--- config.mk ---
export PLATFORM = sky130hd
export DESIGN_NAME = cdda_mixer
export DESIGN_NICKNAME = d
export VERILOG_FILES = /design/src/rtl/cdda_mixer.sv
export SDC_FILE = /design/constraint.sdc
export NUM_CORES = 1
export LEC_CHECK = 0
export ABC_AREA = 1
export ABC_CLOCK_PERIOD_IN_PS = 7300
export CORE_ASPECT_RATIO = 0.75
export CORE_UTILIZATION = 60
export CTS_CLUSTER_DIAMETER = 30
export CTS_CLUSTER_SIZE = 24
export DETAILED_ROUTE_END_ITERATION = 12
export GPL_ROUTABILITY_DRIVEN = 0
export PLACE_DENSITY = 0.79
export RECOVER_POWER = 50
export SYNTH_ARGS = -nofsm -noshare
export SYNTH_HDL_FRONTEND = slang
export SYNTH_SLANG_ARGS = --single-unit
--- constraint.sdc ---
create_clock -name clk_sys -period 7.3 [get_ports clk_sys]
set_clock_uncertainty 0.1 [all_clocks]
set_input_delay 1.825 -clock clk_sys [delete_from_list [all_inputs] [get_ports clk_sys]]
set_output_delay 1.825 -clock clk_sys [all_outputs]
set_load 0.1 [all_outputs]
--- src/rtl/cdda_mixer.sv ---
// CDDA output stage: 44.1 kHz strobe, ramped CDDA gain, optional de-emphasis, core mix and 16-bit saturation.
// Build option: define CDDA_DEEMPH_EN to include the per-channel one-pole de-emphasis filter.
//
// state  | meaning
// S_IDLE | gain equals target, no ramp in progress
// S_UP   | gain stepping +1 per strobe toward target
// S_DOWN | gain stepping -1 per strobe toward target
module cdda_mixer #(
    parameter int CLK_HZ = 42000000,
    parameter int FS_HZ  = 44100
) (
    input  logic        clk_sys,
    input  logic        reset_n,
    output logic        cen_44100,
    input  logic [15:0] cdda_l,
    input  logic [15:0] cdda_r,
    input  logic [15:0] core_l,
    input  logic [15:0] core_r,
    input  logic [7:0]  cdda_vol,
    input  logic        mute,
    input  logic        deemph,
    output logic        fade_busy,
    output logic [15:0] mix_l,
    output logic [15:0] mix_r
);

    typedef enum logic [1:0] {S_IDLE, S_UP, S_DOWN} ramp_state_t;

    localparam logic [31:0] FS_INC  = 32'(FS_HZ);
    localparam logic [31:0] CLK_MOD = 32'(CLK_HZ);

    ramp_state_t        state;
    logic [31:0]        acc;
    logic [31:0]        acc_next;
    logic [8:0]         gain;
    logic [8:0]         target;
    logic               v1, v2, v3;
    logic signed [15:0] samp_l, samp_r, core_sl, core_sr;
    logic signed [24:0] prod_l, prod_r;
    logic signed [16:0] g_l, g_r, y_l, y_r;
    logic signed [17:0] sum_l, sum_r;

    // Fractional divider: long-run strobe rate is exactly FS_HZ/CLK_HZ
    assign acc_next = acc + FS_INC;

    always_ff @(posedge clk_sys or negedge reset_n) begin
        if (!reset_n) begin
            acc       <= '0;
            cen_44100 <= 1'b0;
        end else if (acc_next >= CLK_MOD) begin
            acc       <= acc_next - CLK_MOD;
            cen_44100 <= 1'b1;
        end else begin
            acc       <= acc_next;
            cen_44100 <= 1'b0;
        end
    end

    assign target = mute ? 9'd0 : (cdda_vol == 8'hFF) ? 9'd256 : {1'b0, cdda_vol};

    // A target reversal costs one strobe without a step before ramping the other way
    always_ff @(posedge clk_sys or negedge reset_n) begin
        if (!reset_n) begin
            state     <= S_IDLE;
            gain      <= '0;
            fade_busy <= 1'b0;
        end else if (cen_44100) begin
            case (state)
                S_IDLE: begin
                    if (gain < target) begin
                        state     <= S_UP;
                        fade_busy <= 1'b1;
                    end else if (gain > target) begin
                        state     <= S_DOWN;
                        fade_busy <= 1'b1;
                    end
                end
                S_UP: begin
                    if (target < gain) begin
                        state <= S_DOWN;
                    end else if (target == gain) begin
                        state     <= S_IDLE;
                        fade_busy <= 1'b0;
                    end else begin
                        gain <= gain + 9'd1;
                        if (gain + 9'd1 == target) begin
                            state     <= S_IDLE;
                            fade_busy <= 1'b0;
                        end
                    end
                end
                S_DOWN: begin
                    if (target > gain) begin
                        state <= S_UP;
                    end else if (target == gain) begin
                        state     <= S_IDLE;
                        fade_busy <= 1'b0;
                    end else begin
                        gain <= gain - 9'd1;
                        if (gain - 9'd1 == target) begin
                            state     <= S_IDLE;
                            fade_busy <= 1'b0;
                        end
                    end
                end
                default: begin
                    state     <= S_IDLE;
                    fade_busy <= 1'b0;
                end
            endcase
        end
    end

    assign prod_l = $signed({{9{samp_l[15]}}, samp_l}) * $signed({16'd0, gain});
    assign prod_r = $signed({{9{samp_r[15]}}, samp_r}) * $signed({16'd0, gain});
    assign sum_l  = {y_l[16], y_l} + {{2{core_sl[15]}}, core_sl};
    assign sum_r  = {y_r[16], y_r} + {{2{core_sr[15]}}, core_sr};

    function automatic logic [15:0] sat16(input logic signed [17:0] s);
        if (s > 18'sd32767)
            return 16'h7FFF;
        else if (s < -18'sd32768)
            return 16'h8000;
        else
            return s[15:0];
    endfunction

`ifdef CDDA_DEEMPH_EN
    logic signed [17:0] d_l, d_r;
    assign d_l = {g_l[16], g_l} - {y_l[16], y_l};
    assign d_r = {g_r[16], g_r} - {y_r[16], y_r};
`else
    logic deemph_unused;
    assign deemph_unused = deemph;
`endif

    always_ff @(posedge clk_sys or negedge reset_n) begin
        if (!reset_n) begin
            {v1, v2, v3} <= '0;
            samp_l  <= '0;
            samp_r  <= '0;
            core_sl <= '0;
            core_sr <= '0;
            g_l     <= '0;
            g_r     <= '0;
            y_l     <= '0;
            y_r     <= '0;
            mix_l   <= '0;
            mix_r   <= '0;
        end else begin
            v1 <= cen_44100;
            v2 <= v1;
            v3 <= v2;
            if (cen_44100) begin
                samp_l  <= cdda_l;
                samp_r  <= cdda_r;
                core_sl <= core_l;
                core_sr <= core_r;
            end
            if (v1) begin
                g_l <= 17'(prod_l >>> 8);
                g_r <= 17'(prod_r >>> 8);
            end
            if (v2) begin
`ifdef CDDA_DEEMPH_EN
                y_l <= deemph ? y_l + 17'(d_l >>> 1) : g_l;
                y_r <= deemph ? y_r + 17'(d_r >>> 1) : g_r;
`else
                y_l <= g_l;
                y_r <= g_r;
`endif
            end
            if (v3) begin
                mix_l <= sat16(sum_l);
                mix_r <= sat16(sum_r);
            end
        end
    end

endmodule

## Word-level counts from Yosys, hierarchy flattened

Index checks and enable logic that the tools add are counted.

- Latch bits: 0
- Flip-flop bits (word level): 212
- ROM bits: 0
- Output and inout port bits: 34
- Logic and storage cells: 86
- Memory bits (writable): 0
- Input bits: 76
- Memories kept: 0

- Div/mod/pow operators: 0
- $add $sub $neg: 6
- $lt $le $gt $ge: 9
- Reductions and logical operators: 5
- Equality and inequality tests: 15
- Shifts and indexed selects: 0
- Muxes and demuxes: 31
- Multipliers: 2
- Bitwise gates (word level): 0

Operator list:

| cell | count |
|---|---|
| 2-to-1 mux 16 bit | 4 |
| 2-to-1 mux 9 bit | 6 |
| multiplier 16 x 10 -> 25 bit | 2 |
| adder 17 x 16 -> 18 bit | 2 |
| > comparator 18 x 16 -> 1 bit, second input constant | 2 |
| less-than comparator 18 x 16 -> 1 bit, second input constant | 2 |
| adder 32 x 16 -> 32 bit, second input constant | 1 |
| greater-or-equal comparator 32 x 26 -> 1 bit, second input constant | 1 |
| 2-to-1 mux 32 bit | 1 |
| subtractor 32 x 26 -> 32 bit, second input constant | 1 |
| equality test 9 bit | 3 |
| > comparator 9 bit | 2 |
| less-than comparator 9 bit | 2 |
| one-hot mux 9 bit (2 select lines) | 1 |
| 2-to-1 mux 2 bit | 8 |
| AND reduction 6 bit | 2 |
| adder 9 x 1 -> 9 bit, second input constant | 1 |
| 2-to-1 mux 1 bit | 9 |
| inequality test 3 bit, second input constant | 3 |
| subtractor 9 x 1 -> 9 bit, second input constant | 1 |
| equality test 8 bit, second input constant | 1 |
| inequality test 2 bit, second input constant | 4 |
| inequality test 4 bit, second input constant | 2 |
| one-hot mux 2 bit (3 select lines) | 1 |
| 6 further kinds | 6 |

## Longest topological paths before layout

Gate-level depths: netlist of run 1.

- Depth in word-level cells: 8
- Gate-level depth with buffers: 25
- Depth with buffers taken out: 23

## Worst setup path after synthesis of run 1

No wires, ideal clock.

- Path kind: register -> register
- Start point: register gain[3]
- End point: register g_l[9]
- Setup slack: 1849 ps
- Buffers on the path: 2
- Library setup time: 118 ps
- Stages on the path, launching flop included: 25
- Data arrival time: 5233 ps
- Period minus slack after synthesis: 5451 ps
- Data required time: 7082 ps
- Cells stage by stage: dfrtp_1 buf_2 buf_1 nand2_1 fa_1 inv_1 fa_1 inv_1 fa_1 inv_1 fa_1 inv_1 fa_1 inv_1 ha_1 a21oi_1 inv_1 a21oi_1 nand2_1 a21oi_1 o21ai_0 a21o_1 or2_2 nand3_1 nand2_1

- Cells in the longest elaborated chain, start to end: 1

Ends and longest elaborated chain:

| what | RTL line | source |
|---|---|---|
| start: declaration | 35 | `logic [8:0] gain;` |
| start signal: assignment | 85 | `gain <= gain + 9'd1;` |
| start signal: assignment | 99 | `gain <= gain - 9'd1;` |
| multiplier 16 x 10 -> 25 bit | 114 | `assign prod_l = $signed({{9{samp_l[15]}}, samp_l}) * $signed({16'd0, gain});` |
| end signal: assignment | 161 | `g_l <= 17'(prod_l >>> 8);` |
| end: declaration | 40 | `logic signed [16:0] g_l, g_r, y_l, y_r;` |

No other way between the ends.
A chain may end at the register's enable or synchronous reset.

## Final worst setup path of run 1

- Start point: register gain[5]
- End point: register g_l[9]

The elaborated chain is that of the path after synthesis.

==> results of run 1 <==
[registers in the layout (all words and copies together), names as in the netlist, 2 cells and up]
name and flops:
state 2, g_r 17, mix_l 16, core_sl 16
core_sr 16, y_r 17, acc 30, g_l 17
mix_r 16, samp_r 16, y_l 17, gain 9
samp_l 16
[worst reg2reg max path, stage by stage (launching register included)]
cell and delay (ns):
dfrtp_1 0.83, buf_4 0.40, nand2_1 0.09, inv_1 0.09
fa_1 0.43, ha_1 0.29, inv_1 0.05, fa_1 0.53
inv_1 0.06, fa_1 0.53, inv_1 0.06, fa_1 0.53
inv_1 0.04, ha_1 0.38, a21oi_1 0.17, inv_1 0.06
a21oi_1 0.21, nand2_1 0.08, a21oi_1 0.20, o21ai_0 0.20
a21o_1 0.21, or2_2 0.27, nand3_1 0.08, nand2_1 0.07
[routing by layer]
layer | vias up | routed length (um)
li1 | 9513 | -
met1 | 9720 | 23350
met2 | 732 | 27430
met3 | 152 | 3860
met4 | 0 | 1813
met5 | - | 0
[Yosys cell counts (11+ instances only)]
cell      count  area [um^2]
a21oi_1     110        550.5
a31oi_1      12        75.07
buf_1        15        56.30
clkbuf_1     81        304.0
dfrtp_1     210         5255
fa_1        238         4765
ha_1        151         1889
inv_1       557         2091
inv_2        12        45.04
mux2_2       34        382.9
nand2_1    1025         3847
nand2_2      27        168.9
nand3_1     116        580.6
nand3_2      11        110.1
nand4_1      28        175.2
nor2_1      144        540.5
nor3_1       19        95.09
o21ai_0      91        455.4
o21ai_1      13        65.06
o21bai_1     11        82.58
xnor2_1      34        297.8
xor2_1       56        490.5
[path summary, 6_finish.rpt]
path	startpoint	end	cells past startpoint
max	gain[5]$_DFFE_PN0P_	g_l[9]$_DFFE_PN0P_	23
min	acc[2]$_DFF_PN0_	acc[2]$_DFF_PN0_	1
max reg2reg	gain[5]$_DFFE_PN0P_	g_l[9]$_DFFE_PN0P_	23
min reg2reg	acc[2]$_DFF_PN0_	acc[2]$_DFF_PN0_	1
max in group asynchronous	reset_n	acc[4]$_DFF_PN0_	2
min in group asynchronous	reset_n	samp_r[0]$_DFFE_PN0P_	1
[per-stage QoR]
stage / worst slack, ns / cells / util (%)
6_report: 1.260 / 3686 / 69.27
5_1_grt: 0.8737 / 3686 / 69.27
4_1_cts: 1.284 / 3686 / 69.35
3_5_place_dp: 1.294 / 3610 / 65.21
3_3_place_gp: 1.355 / 3610 / 65.21
2_1_floorplan: 1.849 / 3093 / -
[power by group]
group	internal, uW	leakage, uW	switching, uW
combinational	41.5	0.0116	42.1
sequential	1170	0.00256	0.000112
clock	1420	0.000752	689
[logic make-up (layout without fill, tap and decap cells)]
kind of cell / count (synthesis) / count (layout) / share of synthesized area [%]
AND/OR/NAND/NOR: 1417 / 1417 / 25.50
buffers and inverters: 682 / 771 / 11.30
adder cells (fa/ha/maj): 389 / 389 / 28.85
AO/OA/AOI/OAI: 271 / 271 / 6.493
flip-flops: 210 / 210 / 22.78
XOR/XNOR: 90 / 90 / 3.417
multiplexers: 34 / 34 / 1.660
[layout make-up]
cell class | count | area, um^2 | share of cell area (%)
clock buffers | 49 | 1149 | 4.425
clock inverters | 27 | 402.9 | 1.552
well taps | 504 | 630.6 | 2.429
inverters | 575 | 2158 | 8.315
flip-flops and latches | 210 | 5255 | 20.24
repair buffers | 120 | 1157 | 4.459
multi-input cells | 2201 | 15200 | 58.58
==> results.md, run 1 <==
- Grt met3 use: 4.924%
- Total nets after synthesis: about 3600
- Syn_area_per_cell: 7.458 um^2
- Clock Latency Late Sink: ~0.54 ns
- Leak: 0.01490 uW
- Final hold violations: 0
- Final WL: between 50000 and 60000 um
- Post-route cell area: around 26000 um^2
- WP data arrival: between 6 and 7 ns
- Met1 usage: between 30% and 40%
- PD cells: about 130 nW/um^2
- Root buffer cell: clkbuf_16
- Die Area: roughly 39000 um^2
- Slew @ Worst Pin: roughly 2.3 ns
- Number of max-slew violations in the final report: ~350
- ANT nets after route: 0
- RSZ-0062 raised after global routing: false
- Hold crit path type: reg2reg
- Commonest non-fill, non-tap cell in the layout: nand2_1
- Global-route usage over all layers: between 30% and 40%
- Share of layout cells above drive strength 1: approximately 6.3%
- Post-CTS Setup Repair Bufs: 0
- CP Buf/Inv Count: 7
- CP Class: reg2reg
- Initial Util: about three fifths
- Max incr delay on CP: 0.83 ns
- GR Util met2: a little over half
- Die Y: around 170 um
- Via density: 5.458
- Worst vdd ir: 0.1465 mV
- R2R Setup Slk: roughly 1.3 ns
- Clk buf depth: 3
- Post_cts resized: 0
- Core area: 37470 um^2
- Ys flop type: dfrtp_1
- Fin nets: about 3600
- CTS Sinks: 210
- Crit path max fanout: 20
- Fin Hold WS: roughly 0.36 ns
- Worst-path clk slew: around 0.05 ns
- Cell Rows: between 60 and 70
- PnR Total Power: roughly 3400 uW
- Die Wd: between 200 and 250 um
- Failing checks: max-capacitance violations, max-slew violations
- Area Growth Syn to Fin: 12.53%
- Placed instance area: approximately 24000 um^2
- WL per Instance: ~15 um
- Crit-path slowest cell: dfrtp_1
- Largest delay share family, worst path: adder cells
- Setup crit end kind: register
- CTS Buf Count: 42
- Maxcap violations: 5
- Post-synthesis cell area: around 23000 um^2
- Worst slew margin: -52.70%
- Crit path cell chain: buf_4 > nand2_1 > inv_1 > fa_1 > ha_1 > inv_1 > fa_1 > inv_1 > fa_1 > inv_1 > fa_1 > inv_1 > ha_1 > a21oi_1 > inv_1 > a21oi_1 > nand2_1 > a21oi_1 > o21ai_0 > a21o_1 > or2_2 > nand3_1 > nand2_1
- Vias in the first global route: roughly 21000
- Port Buffers: about 110
- First-pass GRT wire length: between 90000 and 100000 um
- Synth Warn #: 0
- Post-synth cell types: just under 50
- Syn Inst Count: slightly above 3000
- Setup_tns: 0 ns
- Period utilization: ~83%
- Outcome: complete, but fails checks
- Busiest grt layer: met2
- Initial DRC Count: around 1500
- Crit path top cell by count: inv_1
- Minimum clock period: roughly 6 ns
- CTS tree: built
- DPL Wire Length: between 40000 and 50000 um
- Fill count: a little over 3000
- Register area share after synthesis: between 20% and 30%
- Via count: 20120
- Critical Path Source Type: register
- Post-synth ARST share: 100.0%
- Drt pass-1 iters: 5
- ANT cells: 0
- Commonest non-fill, non-tap cells in the layout: nand2_1, inv_1, fa_1
- Seq cells post-synth: 210
- Initial antenna violation count: 0
- Max Clk Rate: between 0.15 and 0.2 GHz
- Final setup violating endpoints: 0
- Largest net degree at the start of global routing: about 170
- Cts hold-fix bufs: 0
- Post-synth EDFFs: 0
- Critical Path RT: approximately 7.6 ns
- Overflow after GRT: 0
- Post-route DRC: 0
- H-tree depth: 2
- I/O pin count: 110
(Power assumes the default switching activity.)
==> run 2: changes to the inputs <==
- ABC_CLOCK_PERIOD_IN_PS: 7300 -> 5200
- CORE_UTILIZATION: 60 -> 57
- clock period: 7.3 -> 5.2 ns (I/O delays scaled with it)
==> run 2 against run 1 <==
Count of clock-buffer cells in the layout fell by 7. Routed wire length grew 18%. Core utilization increased by 3.1 points. Sequential power grew 40%. Clock power is 28% higher. Critical path type unchanged. Flip-flop and latch count is the same. The run ends with max-capacitance violations, max-slew violations, negative setup slack left. Global-route usage fell by 0.82 points. Sequential share of layout area fell by 1.9 points. Combinational power up 46%. Final area increased by 11%.
==> results.md, run 2 (synthesis gave the netlist of run 1 again) <==
- Outcome: complete, but fails checks (unchanged)
- Failing checks: max-capacitance violations, max-slew violations, negative setup slack (was max-capacitance violations, max-slew violations)
- Period utilization: 103.0% (was 82.74%)
- RSZ-0062 raised after global routing: true (was false)
- CTS Buf Count: 40 (was 42)
- Share of layout cells above drive strength 1: 17.75% (was 6.317%)
- PD cells: 154.7 nW/um^2 (was 129.2 nW/um^2)
- Clk pwr share: 60.4% (was 62.7%)
- Hold crit path type: reg2reg (unchanged)
- Leak: 0.01603 uW (was 0.01490 uW)
- I/O pin count: 110 (unchanged)
- H-tree depth: 2 (unchanged)
- Fill count: 2703 (was 3032)
- Cell Rows: 63 (was 61)
- Largest net degree at the start of global routing: 77 (was 173)
- Met3 wire length: 4862 um (was 3860 um)
- Via count: 21860 (was 20120)
- Overflow after GRT: 0 (unchanged)
- Int Power: 3342 uW (was 2623 uW)
- Critical path destination: g_r[15]$_DFFE_PN0P_ (was g_l[9]$_DFFE_PN0P_)
- Port Buffers: 108 (unchanged)
- Fin Hold WS: 0.3799 ns (was 0.3633 ns)
- Final hold violations: 0 (unchanged)
- WL per Instance: 17.06 um (was 15.32 um)
- Via density: 5.612 (was 5.458)
- Vias in the first global route: 21540 (was 21160)
- Maxcap violations: 3 (was 5)
- Die Wd: 234.3 um (was 228.4 um)
- ANT nets after route: 0 (unchanged)
- Slew @ Worst Pin: 3.543 ns (was 2.290 ns)
- Fin nets: 3808 (was 3615)
- Worst slew margin: -136.2% (was -52.70%)
- Core area: 39730 um^2 (was 37470 um^2)
- Part of the power in registers: 36.8% (was 34.8%)
- Psw: 1103 uW (was 731.4 uW)
- Worst reg2reg endpoint: g_r[15]$_DFFE_PN0P_ (was g_l[9]$_DFFE_PN0P_)
- Die Area: 41290 um^2 (was 39240 um^2)
- Global-route usage over all layers: 29.74% (was 30.56%)
- DPL Wire Length: 44740 um (was 42690 um)
- CP Class: reg2reg (unchanged)
- Post-Route M1 WL: 25880 um (was 23350 um)
- WP data arrival: 5.65 ns (was 6.37 ns)
- Worst-path clk slew: 0.06 ns (was 0.05 ns)
- Initial DRC Count: 2055 (was 1545)
- Area Growth Syn to Fin: 24.56% (was 12.53%)
- Minimum clock period: 5.357 ns (was 6.040 ns)
- Hold depth: 2 (was 1)
- Root buffer cell: clkbuf_16 (unchanged)
- Initial Util: 58.06% (was 61.55%)
- First-pass GRT wire length: 100400 um (was 98310 um)
- Clk buf depth: 3 (unchanged)
- Sw frac: 24.81% (was 21.80%)
- Clock Latency Late Sink: 0.55 ns (was 0.54 ns)
- PnR worst setup slack: -0.1569 ns (was 1.260 ns)
- R2R Setup Slk: -0.16 ns (was 1.26 ns)
- Number of max-slew violations in the final report: 146 (was 353)
- Critical Path RT: 5.49 ns (was 7.63 ns)
- Final setup violating endpoints: 14 (was 0)
- Drt pass-1 iters: 8 (was 5)
- Met2 Routed Length: 32630 um (was 27430 um)
- Commonest non-fill, non-tap cells in the layout: nand2_1, inv_1, fa_1 (unchanged)
- Die Y: 176.2 um (was 171.8 um)
- Max FFs per register: 30 (unchanged)
- Cts hold-fix bufs: 0 (unchanged)
- FF-to-FF Start: gain[1]$_DFFE_PN0P_ (was gain[5]$_DFFE_PN0P_)
- Worst vdd ir: 0.2015 mV (was 0.1465 mV)
- Initial antenna violation count: 0 (unchanged)
- Post-route cell area: 28730 um^2 (was 25960 um^2)
- Final WL: 66470 um (was 56460 um)
- Max Clk Rate: 0.1867 GHz (was 0.1656 GHz)
- Placed instance area: 25460 um^2 (was 24440 um^2)
- Register with the most flip-flops: acc (unchanged)
- Post-route DRC: 0 (unchanged)
- CTS tree: built (unchanged)
- Worst Setup SP: gain[1]$_DFFE_PN0P_ (was gain[5]$_DFFE_PN0P_)
- Top sig layer: met4 (unchanged)
- Setup crit end kind: register (unchanged)
- Crit path max fanout: 6 (was 20)
- Logic pwr share: 2.7% (was 2.5%)
- CTS Sinks: 210 (unchanged)
- Commonest non-fill, non-tap cell in the layout: nand2_1 (unchanged)
- Critical Path Source Type: register (unchanged)
- R2r worst-path depth: 19 (was 23)
- ANT cells: 0 (unchanged)
run 2: changes by cell type in the layout (fill, tap and decap cells not counted), sizes merged:
cell / before / now
clkinvlp: 3 / 2
bufinv: 8 / 3
dlygate4sd3: 2 / 0
clkinv: 20 / 18
clkdlybuf4s50: 105 / 107
inv: 571 / 584
buf: 9 / 196
dlymetal6s2s: 0 / 1
run 2: critical path, stage by stage, from the launching register on:
cell and delay (ns):
dfrtp_2 0.44, buf_12 0.15, clkbuf_16 0.15, nand2_1 0.12, fa_2 0.52, buf_4 0.17, fa_1 0.49, inv_1 0.06
fa_1 0.51, fa_1 0.50, inv_1 0.06, fa_1 0.55, inv_1 0.08, ha_4 0.31, nand2_4 0.09, nor3_4 0.27
and2_4 0.19, nand3_2 0.13, nand4_1 0.17, a31oi_1 0.10
run 2: worst min-delay path by stage:
stage	start	endpoint	slack (ns)
floorplan	v1$_DFF_PN0_	v2$_DFF_PN0_	0.25
global placement	acc[2]$_DFF_PN0_	acc[2]$_DFF_PN0_	0.34
detailed placement	acc[2]$_DFF_PN0_	acc[2]$_DFF_PN0_	0.34
CTS	acc[2]$_DFF_PN0_	acc[2]$_DFF_PN0_	0.38
global route	acc[2]$_DFF_PN0_	acc[2]$_DFF_PN0_	0.39
finish	g_l[7]$_DFFE_PN0P_	g_l[7]$_DFFE_PN0P_	0.38
run 2: power groups by stage:
| stage | logic, uW | registers, uW | clock network (uW) |
|---|---|---|---|
| 2_1_floorplan | 23.1 | 1660 | 0 |
| 3_3_place_gp | 121 | 1660 | 0 |
| 3_5_place_dp | 124 | 1660 | 0 |
| 4_1_cts | 126 | 1640 | 2730 |
| 5_1_grt | 136 | 1630 | 2800 |
| 6_report | 122 | 1640 | 2690 |
run 2: cell type report:
type / count / area [um^2] / area share, %
flip-flops and latches: 210 / 5276 / 18.36
clock inverters: 32 / 364.1 / 1.267
multi-input cells: 2201 / 16310 / 56.75
inverters: 575 / 2158 / 7.512
clock buffers: 42 / 1028 / 3.580
repair buffers: 315 / 2949 / 10.26
well taps: 520 / 650.6 / 2.264
run 2: through the flow:
stage | setup slack (ns) | util, % | std cells | power [uW] | setup TNS [ns]
2_1_floorplan | -0.01351 | - | 3093 | 1688 | -0.01351
3_3_place_gp | -0.1196 | 64.07 | 3760 | 1785 | -0.8496
3_5_place_dp | -0.3263 | 64.07 | 3760 | 1788 | -2.838
4_1_cts | -0.01312 | 68.31 | 3844 | 4489 | -0.01312
5_1_grt | -0.2370 | 72.32 | 3895 | 4567 | -3.376
6_report | -0.1569 | 72.32 | 3895 | 4445 | -1.054
run 2: repair_timing:
action                                  4_1_cts  5_1_grt
endpoints found under the setup margin       24       30
pin swaps                                     7      144
cloned                                        0        6
resized for setup                            54      250
buffers inserted                             10       45
run 2: metal layers:
layer | vias up | GRT usage (%)
met1 | 10580 | 38.77
met3 | 278 | 4.538
met5 | - | 0
li1 | 9916 | -
met2 | 1082 | 50.43
met4 | 0 | 10.32
==> run 3: changes to the inputs <==
- CORE_MARGIN: not set -> 4
==> run 3 against run 2 <==
The run still ends with max-capacitance violations, max-slew violations, negative setup slack left. Worst setup slack gained 0.096 ns. First-iteration DRC count shrank 0.54%. Flip-flop and latch count is the same. Final area shrank 0.26%. Largest power group unchanged. Highest routed layer is now met5.
==> results.md, run 3 (synthesis gave the netlist of run 1 again) <==
- Outcome: complete, but fails checks (unchanged)
- Failing checks: max-capacitance violations, max-slew violations, negative setup slack (unchanged)
- Port Buffers: 108 (unchanged)
- Initial Util: 58.06% (unchanged)
- PnR Total Power: 4959 uW (was 4445 uW)
- Cell Rows: 63 (unchanged)
- Post-route cell area: 28660 um^2 (was 28730 um^2)
- Leak: 0.01594 uW (was 0.01603 uW)
- Maxcap violations: 3 (unchanged)
- RSZ-0062 raised after global routing: true (unchanged)
- Worst Setup SP: gain[3]$_DFFE_PN0P_ (was gain[1]$_DFFE_PN0P_)
- First-pass GRT wire length: 103200 um (was 100400 um)
- Setup crit end kind: register (unchanged)
- Period utilization: 101.2% (was 103.0%)
- Die Wd: 240.3 um (was 234.3 um)
- Initial DRC Count: 2044 (was 2055)
- Clk buf depth: 3 (unchanged)
- Hold crit path type: reg2reg (unchanged)
- Core area: 39730 um^2 (unchanged)
- Register with the most flip-flops: acc (unchanged)
- Commonest non-fill, non-tap cell in the layout: nand2_1 (unchanged)
- Cts hold-fix bufs: 0 (unchanged)
- Die Area: 43780 um^2 (was 41290 um^2)
- Initial antenna violation count: 1 (was 0)
- PnR worst setup slack: -0.06067 ns (was -0.1569 ns)
- Final hold violations: 0 (unchanged)
- Root buffer cell: clkbuf_16 (unchanged)
- Via count: 21710 (was 21860)
- ANT nets after route: 0 (unchanged)
- Place WS: -0.1886 ns (was -0.3263 ns)
- Post-route DRC: 0 (unchanged)
- Via density: 5.564 (was 5.612)
- Share of layout cells above drive strength 1: 16.77% (was 17.75%)
- Final WL: 65740 um (was 66470 um)
- CTS tree: built (unchanged)
- Number of max-slew violations in the final report: 190 (was 146)
- Final setup violating endpoints: 5 (was 14)
- ANT cells: 0 (unchanged)
- Area Growth Syn to Fin: 24.24% (was 24.56%)
- Clock Latency Late Sink: 0.58 ns (was 0.55 ns)
- DPL Wire Length: 45290 um (was 44740 um)
- R2R Setup Slk: -0.06 ns (was -0.16 ns)
- Crit path max fanout: 5 (was 6)
- Minimum clock period: 5.261 ns (was 5.357 ns)
- R2r worst-path depth: 23 (was 19)
- Worst slew margin: -92.93% (was -136.2%)
- Worst reg2reg endpoint: g_l[15]$_DFFE_PN0P_ (was g_r[15]$_DFFE_PN0P_)
- Critical path destination: g_l[15]$_DFFE_PN0P_ (was g_r[15]$_DFFE_PN0P_)
- WL per Instance: 16.85 um (was 17.06 um)
- Slew @ Worst Pin: 2.894 ns (was 3.543 ns)
- Largest net degree at the start of global routing: 111 (was 77)
- Worst vdd ir: 0.2613 mV (was 0.2015 mV)
- Fin nets: 3807 (was 3808)
- Global-route usage over all layers: 28.30% (was 29.74%)
- Worst-path clk slew: 0.06 ns (about the same)
- Fill count: 2771 (was 2703)
- FF-to-FF Start: gain[3]$_DFFE_PN0P_ (was gain[1]$_DFFE_PN0P_)
- Critical Path RT: 5.55 ns (was 5.49 ns)
- Worst hold start: mix_r[13]$_DFFE_PN0P_ (was g_l[7]$_DFFE_PN0P_)
- CTS Sinks: 210 (unchanged)
- I/O pin count: 110 (unchanged)
- Max FFs per register: 30 (unchanged)
- Overflow after GRT: 0 (unchanged)
- WP data arrival: 5.61 ns (was 5.65 ns)
- PD cells: 173.0 nW/um^2 (was 154.7 nW/um^2)
- Setup_tns: -0.1157 ns (was -1.054 ns)
- H-tree depth: 2 (unchanged)
- Critical Path Source Type: register (unchanged)
- Vias in the first global route: 21750 (was 21540)
- Max Clk Rate: 0.1901 GHz (was 0.1867 GHz)
- Non-filler instance count after layout: 3901 (was 3895)
- Die Y: 182.2 um (was 176.2 um)
- Placed instance area: 25440 um^2 (was 25460 um^2)
- CP Class: reg2reg (unchanged)
- Drt pass-1 iters: 6 (was 8)
- CTS Buf Count: 48 (was 40)
- Commonest non-fill, non-tap cells in the layout: nand2_1, inv_1, fa_1 (unchanged)
- Inst Count DP: 3755 (was 3760)
## run 3: worst min path at each step
stage	endpoint	cells past startpoint	slack, ns
2_1_floorplan	v2$_DFF_PN0_	0	0.25
6_report	mix_r[13]$_DFFE_PN0P_	2	0.38
5_1_grt	core_sl[13]$_DFFE_PN0P_	2	0.39
3_5_place_dp	acc[2]$_DFF_PN0_	1	0.35
3_3_place_gp	acc[2]$_DFF_PN0_	1	0.34
4_1_cts	mix_r[13]$_DFFE_PN0P_	2	0.38
## run 3: per-layer routing
metal	global-route usage, %	up-vias	wire, um
met5	0	-	41
met1	37.41	10460	25750
met4	9.183	6	2879
met2	47.22	1052	31580
met3	5.590	267	5487
li1	-	9921	-
## run 3: stage by stage
step	hold WS [ns]	utilization [%]
2_1_floorplan	0.2519	-
4_1_cts	0.3811	68.88
3_5_place_dp	0.3462	64.04
5_1_grt	0.3894	72.13
3_3_place_gp	0.3371	64.04
6_report	0.3772	72.13
## run 3: area by class of cell
cell class                 count  area, um^2  area share [%]
inverter                     575        2158           7.531
timing repair buffer         306        2843           9.920
tap                          520       650.6           2.270
clock inverter                36       462.9           1.615
multi-input combinational   2201       16020           55.91
clock buffer                  53        1250           4.362
sequential                   210        5270           18.39
## run 3: timing repair
| item | CTS | global route |
|---|---|---|
| cloned | 1 | 6 |
| resized for setup | 36 | 208 |
| buffers inserted | 8 | 42 |
| endpoints found under the setup margin | 23 | 29 |
| hold endpoints to repair | 0 | 0 |
| pin swaps | 8 | 109 |
## run 3: power breakdown
| part | switching (uW) | total (uW) | internal [uW] |
|---|---|---|---|
| Clock | 1120 | 3200 | 2080 |
| Sequential | 0.0000926 | 1640 | 1640 |
| Combinational | 61.1 | 121 | 60.0 |
| Total | 1180 | 4960 | 3780 |
## run 3: worst max-delay path, stage by stage (launching register included)
cell     delay, ns
dfrtp_2       0.41
buf_6         0.14
buf_8         0.11
nand2_1       0.11
fa_1          0.59
inv_1         0.07
fa_1          0.55
fa_2          0.44
fa_1          0.54
inv_1         0.06
fa_1          0.53
inv_1         0.06
ha_4          0.29
nand2_2       0.11
nor2_2        0.17
inv_1         0.06
o21ai_1       0.18
inv_1         0.08
nand2_2       0.12
nand2_1       0.08
nand4_1       0.09
a21oi_1       0.07
o21ai_1       0.10
nand2_1       0.07
